==> config.mk <==
export PLATFORM = sky130hd
export DESIGN_NAME = hippo_mem_arbiter
export DESIGN_NICKNAME = d
export VERILOG_FILES = /design/src/rtl/hippo_mem_arbiter.sv
export SDC_FILE = /design/constraint.sdc
export NUM_CORES = 1
export LEC_CHECK = 0
export CAP_MARGIN = 20
export CORE_AREA = 2 2 94 96
export DETAILED_ROUTE_END_ITERATION = 16
export DIE_AREA = 0 0 96 98
export PLACE_DENSITY_LB_ADDON = 0.1
export RECOVER_POWER = 25
export SYNTH_ARGS = -nofsm -noshare
export SYNTH_HDL_FRONTEND = slang
export SYNTH_SLANG_ARGS = --single-unit
==> constraint.sdc <==
create_clock -name clk_i -period 2 [get_ports clk_i]
set_clock_uncertainty 0.2 [all_clocks]
set_input_delay 0.3 -clock clk_i [delete_from_list [all_inputs] [get_ports clk_i]]
set_output_delay 0.3 -clock clk_i [all_outputs]
set_load 0.005 [all_outputs]
==> src/rtl/hippo_mem_arbiter.sv <==
// Two-port arbiter in front of the byte-lane data memory: instruction fetch (A)
// and load/store (B) share one port, with a bounded read-modify-write lock for B.
module hippo_mem_arbiter #(
  parameter int MEMORY_DEPTH_BYTES = 1024,
  parameter int FIXED_PRIORITY     = 0,
  parameter int LOCK_MAX_CYCLES    = 8,
  localparam int AddrWidth         = $clog2(MEMORY_DEPTH_BYTES)
) (
  input  logic                 clk_i,
  input  logic                 rst_i,

  input  logic                 a_req_i,
  input  logic [AddrWidth-1:0] a_addr_i,
  input  logic [1:0]           a_width_i,
  input  logic                 a_sign_extend_i,
  input  logic                 a_we_i,
  input  logic [31:0]          a_data_i,
  output logic                 a_gnt_o,
  output logic                 a_rvalid_o,
  output logic [31:0]          a_rdata_o,

  input  logic                 b_req_i,
  input  logic [AddrWidth-1:0] b_addr_i,
  input  logic [1:0]           b_width_i,
  input  logic                 b_sign_extend_i,
  input  logic                 b_we_i,
  input  logic [31:0]          b_data_i,
  input  logic                 b_lock_i,
  output logic                 b_gnt_o,
  output logic                 b_rvalid_o,
  output logic [31:0]          b_rdata_o,

  output logic [AddrWidth-1:0] mem_addr_o,
  output logic [1:0]           mem_width_o,
  output logic                 mem_sign_extend_o,
  output logic [31:0]          mem_data_o,
  output logic                 mem_we_o,
  input  logic [31:0]          mem_data_i
);

  localparam int CntWidth = $clog2(LOCK_MAX_CYCLES + 1);

  typedef enum logic {
    ST_ARB    = 1'b0,
    ST_LOCKED = 1'b1
  } state_e;

  state_e              state_q;
  logic                prio_q;      // 0 = A favoured, 1 = B favoured
  logic [CntWidth-1:0] lock_cnt_q;
  logic [CntWidth-1:0] lock_cnt_d;
  logic                a_valid_q;
  logic                b_valid_q;
  logic                a_gnt;
  logic                b_gnt;

  // Grant decision; reset masks everything so no access can slip through.
  always_comb begin
    a_gnt = 1'b0;
    b_gnt = 1'b0;
    if (!rst_i) begin
      if (state_q == ST_LOCKED) begin
        b_gnt = b_req_i;
      end else if (a_req_i && b_req_i) begin
        if (FIXED_PRIORITY != 0 || prio_q) begin
          b_gnt = 1'b1;
        end else begin
          a_gnt = 1'b1;
        end
      end else begin
        a_gnt = a_req_i;
        b_gnt = b_req_i;
      end
    end
  end

  assign a_gnt_o = a_gnt;
  assign b_gnt_o = b_gnt;

  always_comb begin
    mem_addr_o        = '0;
    mem_width_o       = '0;
    mem_sign_extend_o = 1'b0;
    mem_data_o        = '0;
    mem_we_o          = 1'b0;
    if (a_gnt) begin
      mem_addr_o        = a_addr_i;
      mem_width_o       = a_width_i;
      mem_sign_extend_o = a_sign_extend_i;
      mem_data_o        = a_data_i;
      mem_we_o          = a_we_i;
    end else if (b_gnt) begin
      mem_addr_o        = b_addr_i;
      mem_width_o       = b_width_i;
      mem_sign_extend_o = b_sign_extend_i;
      mem_data_o        = b_data_i;
      mem_we_o          = b_we_i;
    end
  end

  assign lock_cnt_d = lock_cnt_q + CntWidth'(1);

  always_ff @(posedge clk_i) begin
    if (rst_i) begin
      state_q    <= ST_ARB;
      prio_q     <= 1'b0;
      lock_cnt_q <= '0;
      a_valid_q  <= 1'b0;
      b_valid_q  <= 1'b0;
    end else begin
      a_valid_q <= a_gnt;
      b_valid_q <= b_gnt;
      case (state_q)
        ST_ARB: begin
          if (a_gnt) begin
            prio_q <= 1'b1;
          end
          if (b_gnt) begin
            prio_q <= 1'b0;
            // A one-cycle lock budget is exhausted by the entry grant itself.
            if (b_lock_i && LOCK_MAX_CYCLES > 1) begin
              state_q    <= ST_LOCKED;
              lock_cnt_q <= CntWidth'(1);
            end
          end
        end
        ST_LOCKED: begin
          if (!b_req_i) begin
            state_q    <= ST_ARB;
            lock_cnt_q <= '0;
          end else if (!b_lock_i || lock_cnt_d >= CntWidth'(LOCK_MAX_CYCLES)) begin
            state_q    <= ST_ARB;
            lock_cnt_q <= '0;
            prio_q     <= 1'b0;
          end else begin
            lock_cnt_q <= lock_cnt_d;
          end
        end
        default: begin
          state_q <= ST_ARB;
        end
      endcase
    end
  end

  // A response landing in a reset cycle is dropped.
  assign a_rvalid_o = a_valid_q & ~rst_i;
  assign b_rvalid_o = b_valid_q & ~rst_i;
  assign a_rdata_o  = a_rvalid_o ? mem_data_i : 32'h0;
  assign b_rdata_o  = b_rvalid_o ? mem_data_i : 32'h0;

endmodule

# Word level (Yosys, flattened, before mapping)
# Cells that the tools add are included.
# op_classes
shift	0
bitwise_logic	4
magnitude_cmp	1
eq_ne	5
addsub	1
n_mul	0
n_mux	35
reduce_logical	5
n_div	0
# op_table
cell	n
$mux 32	4
$mux 1	20
$mux 10	2
$mux 4	4
$pmux 4 s2	1
$ne 2x2->1 const B	3
$add 4x1->4 const B	1
$ge 4x4->1 const B	1
$mux 2	2
$pmux 1 s2	2
$ne 3x3->1 const B	1
$reduce_and 3->1	1
$and 1x1->1	2
$ne 2x1->1 const B	1
$not 1->1	2
$reduce_and 2->1	1
$logic_and 1x1->1	1
$logic_not 1->1	1
$logic_or 1x1->1	1
# totals
in_bits	129
memories	0
output_inout_bits	114
word_cells	56
regBits	8
mem_bits_ro	0
mem_bits_rw	0
latch_bits	0

# Depth between registers and ports, before layout
# Gate-level depths: netlist (run 1).
# logic_depth
word_depth	7
ltp_mapped	5
depth_no_buf	4

# Worst setup path before layout (run 1)
# No wires, ideal clock.
# synth_timing
path_kind	register to output
startpoint	register state_q
endpoint	output mem_addr_o[0]
required_time_ns	1.500
path_buffers	2
t_arrival_ns	1.136
setup_slack_ns	0.364
path_stages_with_launch	6
cell_sequence	dfxtp_1 nor2_2 and3_4 buf_6 buf_6 a22o_1
# synth_between
elab_chain_cells	4
word_cells_on_any_way	6
classes_between	mux: 6
# synth_lines
item	line_no	text
start: declaration	48	state_e state_q;
start signal: assignment	105	state_q <= ST_ARB;
start signal: assignment	122	state_q <= ST_LOCKED;
start signal: assignment	129	state_q <= ST_ARB;
$mux 1	62	if (state_q == ST_LOCKED) begin
$mux 1	61	if (!rst_i) begin
$mux 10	92	end else if (b_gnt) begin
$mux 10 (*)	86	if (a_gnt) begin
end: declaration	33	output logic [AddrWidth-1:0] mem_addr_o,
# Every way passes the cells marked *; elsewhere a longest branch is shown, timed or not.

# Worst setup path after layout (run 1)
# layout_timing
startpoint	register state_q
endpoint	output mem_addr_o[6]
# Same word-level chain as after synthesis.

==> metrics, run 1 <==
outcome=finished with violations; failing checks=negative setup slack; first-pass GRT wire length=approximately 13 mm; largest net degree at the start of global routing=18; crit path time final=2190 ps; Vert. Die Dim=98 um; crit path max fanout=5; Clock H-tree levels=1; ranking of synthesized cells by area=a22o_1 32%, and2_1 32%, dfxtp_1 12%; Crit. End Element=output port; TritonCTS Buffers=3; post-synthesis sequential area ratio=12.5%; aggregate global routing overflow=0; CP cell instances=nor3b_4 > nor3b_4 > buf_6 > buf_8 > buf_6 > buf_12 > a22o_1 > buf_2; initial core utilization=15.1%; CP max stage delay=350 ps; antenna fix cells=0; std cell rows=34; final setup violation count=53; Post-synth ARST share=0%; Sink Count=8; Max clock buf depth=2; via count=2299; fmax=456 MHz; Int Power=0.768 mW; TritonCTS clock tree=built; DP Wirelength=slightly below 7 mm; fin worst setup slack=-194 ps; clock tree root buffer cell=clkbuf_8; Port Buf Inserts=242; Total Wirelength=8.63 mm; cell count after placement=515; main flop type after synthesis=dfxtp_1; Max VDD drop=0.279 mV; synthesized instance count=164; sequential power share=about 16%; mapped cell area=roughly 1300 um2; pwr dens=about 260 nW/um2; Net Count, Synth=294; worst skew pair latency=approximately 230 ps; Starting DRT DRC Count=32; MaxCap Viol Count=0; post-layout util=47.9%; Fin. Hold Viols=0; Synth area leader=a22o_1; Yosys reg bits=8; critical path arrival=1690 ps; fillers=882; area share of the largest cell type after synthesis=32.1%; initial antenna violation count=0; area of the core=8470 um2; TritonRoute pass-1 iters=4; die width=96 um; Clock power frac=a little under a fifth; startpoint types=register; Hold Path Class=input port to register; clock slew at reported path FFs=40 ps; CP Data Required Time=1500 ps; Sw Ratio=26.1%; drt wl/cell=15.9 um; Switch Pwr=0.272 mW; DRC violations left=0; RSZ-0062 raised after global routing=true; synth-to-layout area growth=216%; number of flops mapped to enable cells by yosys=0; Ys Warns=0; final net count=568; Mapped Avg Cell Area=approximately 7.8 um2; P_leak=2.07 nW; gr usage total=approximately 17%; worst slew pin tran=approximately 440 ps; I/O pins=about 240; hold_buf cts=0; critical path type=register to output port; Tcrit/Tclk final=110%; via/cell ratio=4.23; synth unique cells=26; die area=roughly 9400 um2; share of layout cells above drive strength 1=25.2%; Synth top cells by count=65 x and2_1, 47 x a22o_1, 8 x dfxtp_1, 6 x clkbuf_1; Routed Antenna Nets=0; Slew headroom=70.6%; number of global-route vias before repair=2275; Max stage delay cell, worst path=dfxtp_4; power share of the combinational group=approximately 65%; most common cell in the netlist=and2_1; WHS=208 ps; Slew Limit Fails=0; final std cells w/o fill=544; RePlAce Congestion=~0.84
-- critical path, delay by kind of cell, from the launching register on --
kind            cells  cell delay, ps
simple gates        2             290
buf+inv             5             650
compound gates      1             180
flops               1             350
-- power by group through the flow --
stage | clock network, mW | logic [mW] | registers [mW]
6_report | 0.190 | 0.679 | 0.171
5_1_grt | 0.203 | 0.729 | 0.171
4_1_cts | 0.200 | 0.709 | 0.171
3_5_place_dp | 0 | 0.682 | 0.173
3_3_place_gp | 0 | 0.679 | 0.173
2_1_floorplan | 0 | 0.170 | 0.172
-- state kept, by name (all words and copies together) (netlist names) --
signal	count
prio_q	1
b_valid_q	1
lock_cnt_q	4
state_q	1
a_valid_q	1
-- per-stage QoR --
| step | TNS (ps) | total power [mW] | setup WS (ps) | area, um2 |
|---|---|---|---|---|
| final | -4010 | 1.04 | -194 | 4050 |
| after global routing | -9210 | 1.10 | -251 | 4050 |
| after CTS | -6510 | 1.08 | -270 | 4190 |
| after detailed placement | -62320 | 0.855 | -590 | 3930 |
| after global placement | -60700 | 0.851 | -573 | 3930 |
| after floorplan | 0 | 0.342 | 364 | 1280 |
-- placed cells by master (no fill, tap or decap), drive strengths merged, types with 3 or more instances in the layout --
| cell | netlist | layout |
|---|---|---|
| dfxtp | 8 | 8 |
| nor2b | 4 | 4 |
| clkbuf | 6 | 24 |
| buf | 10 | 81 |
| nor3b | 3 | 3 |
| and2 | 65 | 65 |
| clkdlybuf4s50 | 0 | 125 |
| a22o | 47 | 47 |
| dlygate4sd2 | 0 | 54 |
-- kinds of logic after synthesis --
logic type,after synthesis,synth area share [%]
simple gates,85,42.5
compound gates,52,34.8
buf+inv,17,8.49
flops,8,12.5
xor+xnor,1,0.683
fa+ha+maj,1,0.975
-- per-layer routing --
metal	GRT usage, %	up-vias	share of wire [%]
li1	-	1153	-
met1	18.5	1018	34
met2	32.9	120	53
met3	5.09	8	11
met4	3.19	0	1.0
met5	0	-	0
-- cell type report --
cell class | instances | area [um2] | area share, %
sequential | 8 | 165 | 4.08
multi-input combinational | 139 | 1030 | 25.3
clock buffer | 3 | 41.3 | 1.02
timing repair buffer | 285 | 2680 | 66.2
tap | 108 | 135 | 3.34
inverter | 1 | 3.75 | 0.0926
-- what timing repair did --
item                       in CTS  in global routing
resized for setup             286                 25
pin swaps                       7                  7
setup endpoints to repair     114                 55
setup buffers                  18                  2
gates cloned                    9                  0
-- final timing paths --
| kind | start | end | slack (ps) | cells after the start |
|---|---|---|---|---|
| setup / recovery | state_q | mem_addr_o[6] | -190 | 8 |
| hold / removal | rst_i | prio_q | 210 | 3 |
| setup reg to reg | prio_q | lock_cnt_q[2] | 500 | 4 |
| hold reg to reg | lock_cnt_q[1] | lock_cnt_q[1] | 310 | 1 |
Note: power is estimated with default switching activity, not from simulation.
==> run 2, diff against run 1 <==
--- a/config.mk
+++ b/config.mk
@@ -6,9 +6,10 @@
 export NUM_CORES = 1
 export LEC_CHECK = 0
 export CAP_MARGIN = 20
-export CORE_AREA = 2 2 94 96
+export CELL_PAD_IN_SITES_DETAIL_PLACEMENT = 0
+export CELL_PAD_IN_SITES_GLOBAL_PLACEMENT = 1
+export CORE_UTILIZATION = 11
 export DETAILED_ROUTE_END_ITERATION = 16
-export DIE_AREA = 0 0 96 98
 export PLACE_DENSITY_LB_ADDON = 0.1
 export RECOVER_POWER = 25
 export SYNTH_ARGS = -nofsm -noshare
==> metrics, run 2 (synthesis gave the netlist of run 1 again) <==
outcome=finished with violations; initial core utilization=a little under an eighth; TritonCTS Buffers=3; die area=~12000 um2; commonest non-fill, non-tap cells in the layout=126 x clkdlybuf4s50_1, 65 x and2_1, 65 x dlygate4sd2_1; Sink Count=8; Routed Antenna Nets=0; TritonRoute pass-1 iters=4; Clock H-tree levels=1; aggregate global routing overflow=0; worst skew pair latency=between 200 and 250 ps; TritonCTS clock tree=built; share of layout cells above drive strength 1=23.9%; RSZ-0062 raised after global routing=true; multi-input logic area=between 1000 and 1500 um2; DRC violations left=0; pwr dens=286 nW/um2; critical path type=register to output port; clock tree root buffer cell=clkbuf_16; std cell rows=39; via count=2345; Total Wirelength=9.05 mm; Slew Limit Fails=0; DP Wirelength=6.26 mm; Max clock buf depth=2; setup TNS=-4020 ps; Max VDD drop=0.551 mV; worst slew pin tran=between 200 and 250 ps; Port Buf Inserts=242; Int Power=slightly above 0.9 mW; number of global-route vias before repair=2253; Hold Path Class=input port to register; RePlAce Congestion=0.728; Vert. Die Dim=around 110 um; commonest non-fill, non-tap cell in the layout=clkdlybuf4s50_1; CP Data Required Time=1500 ps; area of the core=11400 um2; antenna fix cells=0; Clock power frac=26.9%; power share of the combinational group=59.3%; via/cell ratio=4.00; die width=between 100 and 150 um; Design Power=1.24 mW; Switch Pwr=a little over 0.3 mW; crit path time final=2190 ps; WHS=175 ps; Largest register FFs=4; startpoint types=register; final net count=575; largest net degree at the start of global routing=17; MaxCap Viol Count=0; Sw Ratio=between 20% and 30%; Tcrit/Tclk final=110%; synth-to-layout area growth=239%; final std cells w/o fill=586; Crit. End Element=output port; cell count after placement=546; Fin. Hold Viols=0; gr usage total=14.1%; I/O pins=243; P_leak=2.20 nW; first-pass GRT wire length=approximately 13 mm; initial antenna violation count=0; FF+latch area=165 um2; final setup violation count=41; Biggest register=lock_cnt_q; clock slew at reported path FFs=40 ps; Slew headroom=83.2%; crit path max fanout=5; critical path arrival=between 1500 and 2000 ps; fillers=1187; sequential power share=roughly 14%; drt wl/cell=15.4 um; failing checks=negative setup slack; Starting DRT DRC Count=53; fmax=456 MHz; fin worst setup slack=-195 ps
[run 2: changes by cell type in the layout (fill, tap and decap cells not counted), sizes merged]
cell / previous run / this run
clkbuf: 24 / 8
buf: 81 / 93
dlygate4sd2: 54 / 65
bufbuf: 1 / 0
clkdlybuf4s15: 1 / 2
clkdlybuf4s50: 125 / 126
dlygate4sd3: 1 / 0
[run 2: timing repair]
item                                    CTS  global route
resized for setup                       287             9
hold buffers                              0             0
pin swaps                                 7            10
gates cloned                             11             0
endpoints found under the setup margin  114            49
buffers inserted                         25             1
[run 2: metrics by stage]
step,setup WS (ps),utilization (%),area (um2)
floorplan,364,-,1280
global placement,-632,34.6,3930
detailed placement,-637,34.6,3930
CTS,-201,38.6,4380
global route,-271,38.2,4350
finish,-195,38.2,4350
[run 2: worst max-delay path, stage by stage, from the launching register on]
cell,delay (ps)
dfxtp_2,330
nor3b_4,250
nor3b_4,80
buf_6,130
buf_6,130
buf_12,120
buf_16,130
a22o_1,170
buf_2,120
[run 2: routing by layer]
layer  global-route usage (%)  vias to the layer above  routed length, um
met4                     1.71                        0                 74
met3                     2.29                        4                726
met2                     27.9                      117               4950
met1                     15.9                     1059               3290
li1                         -                     1165                  -
met5                        0                        -                  0
[run 2: path summary, 6_finish.rpt]
| kind | from | endpoint | slack (ps) | cells past startpoint |
|---|---|---|---|---|
| setup / recovery | prio_q | mem_data_o[13] | -190 | 8 |
| hold / removal | rst_i | b_valid_q | 180 | 2 |
| setup reg to reg | prio_q | state_q | 360 | 8 |
| hold reg to reg | lock_cnt_q[1] | lock_cnt_q[1] | 310 | 1 |
[run 2: area by class of cell]
cell class | count | share of cell area [%]
tap | 143 | 4.12
clock buffer | 3 | 1.73
inverter | 1 | 0.0864
timing repair buffer | 292 | 66.4
multi-input combinational | 139 | 23.9
sequential | 8 | 3.80
[run 2: power by group through the flow]
| stage | Sequential (mW) | Clock, mW | Combinational [mW] |
|---|---|---|---|
| after global routing | 0.172 | 0.351 | 0.792 |
| after detailed placement | 0.173 | 0 | 0.672 |
| final | 0.171 | 0.334 | 0.736 |
| after CTS | 0.171 | 0.344 | 0.756 |
| after floorplan | 0.172 | 0 | 0.170 |
| after global placement | 0.173 | 0 | 0.674 |
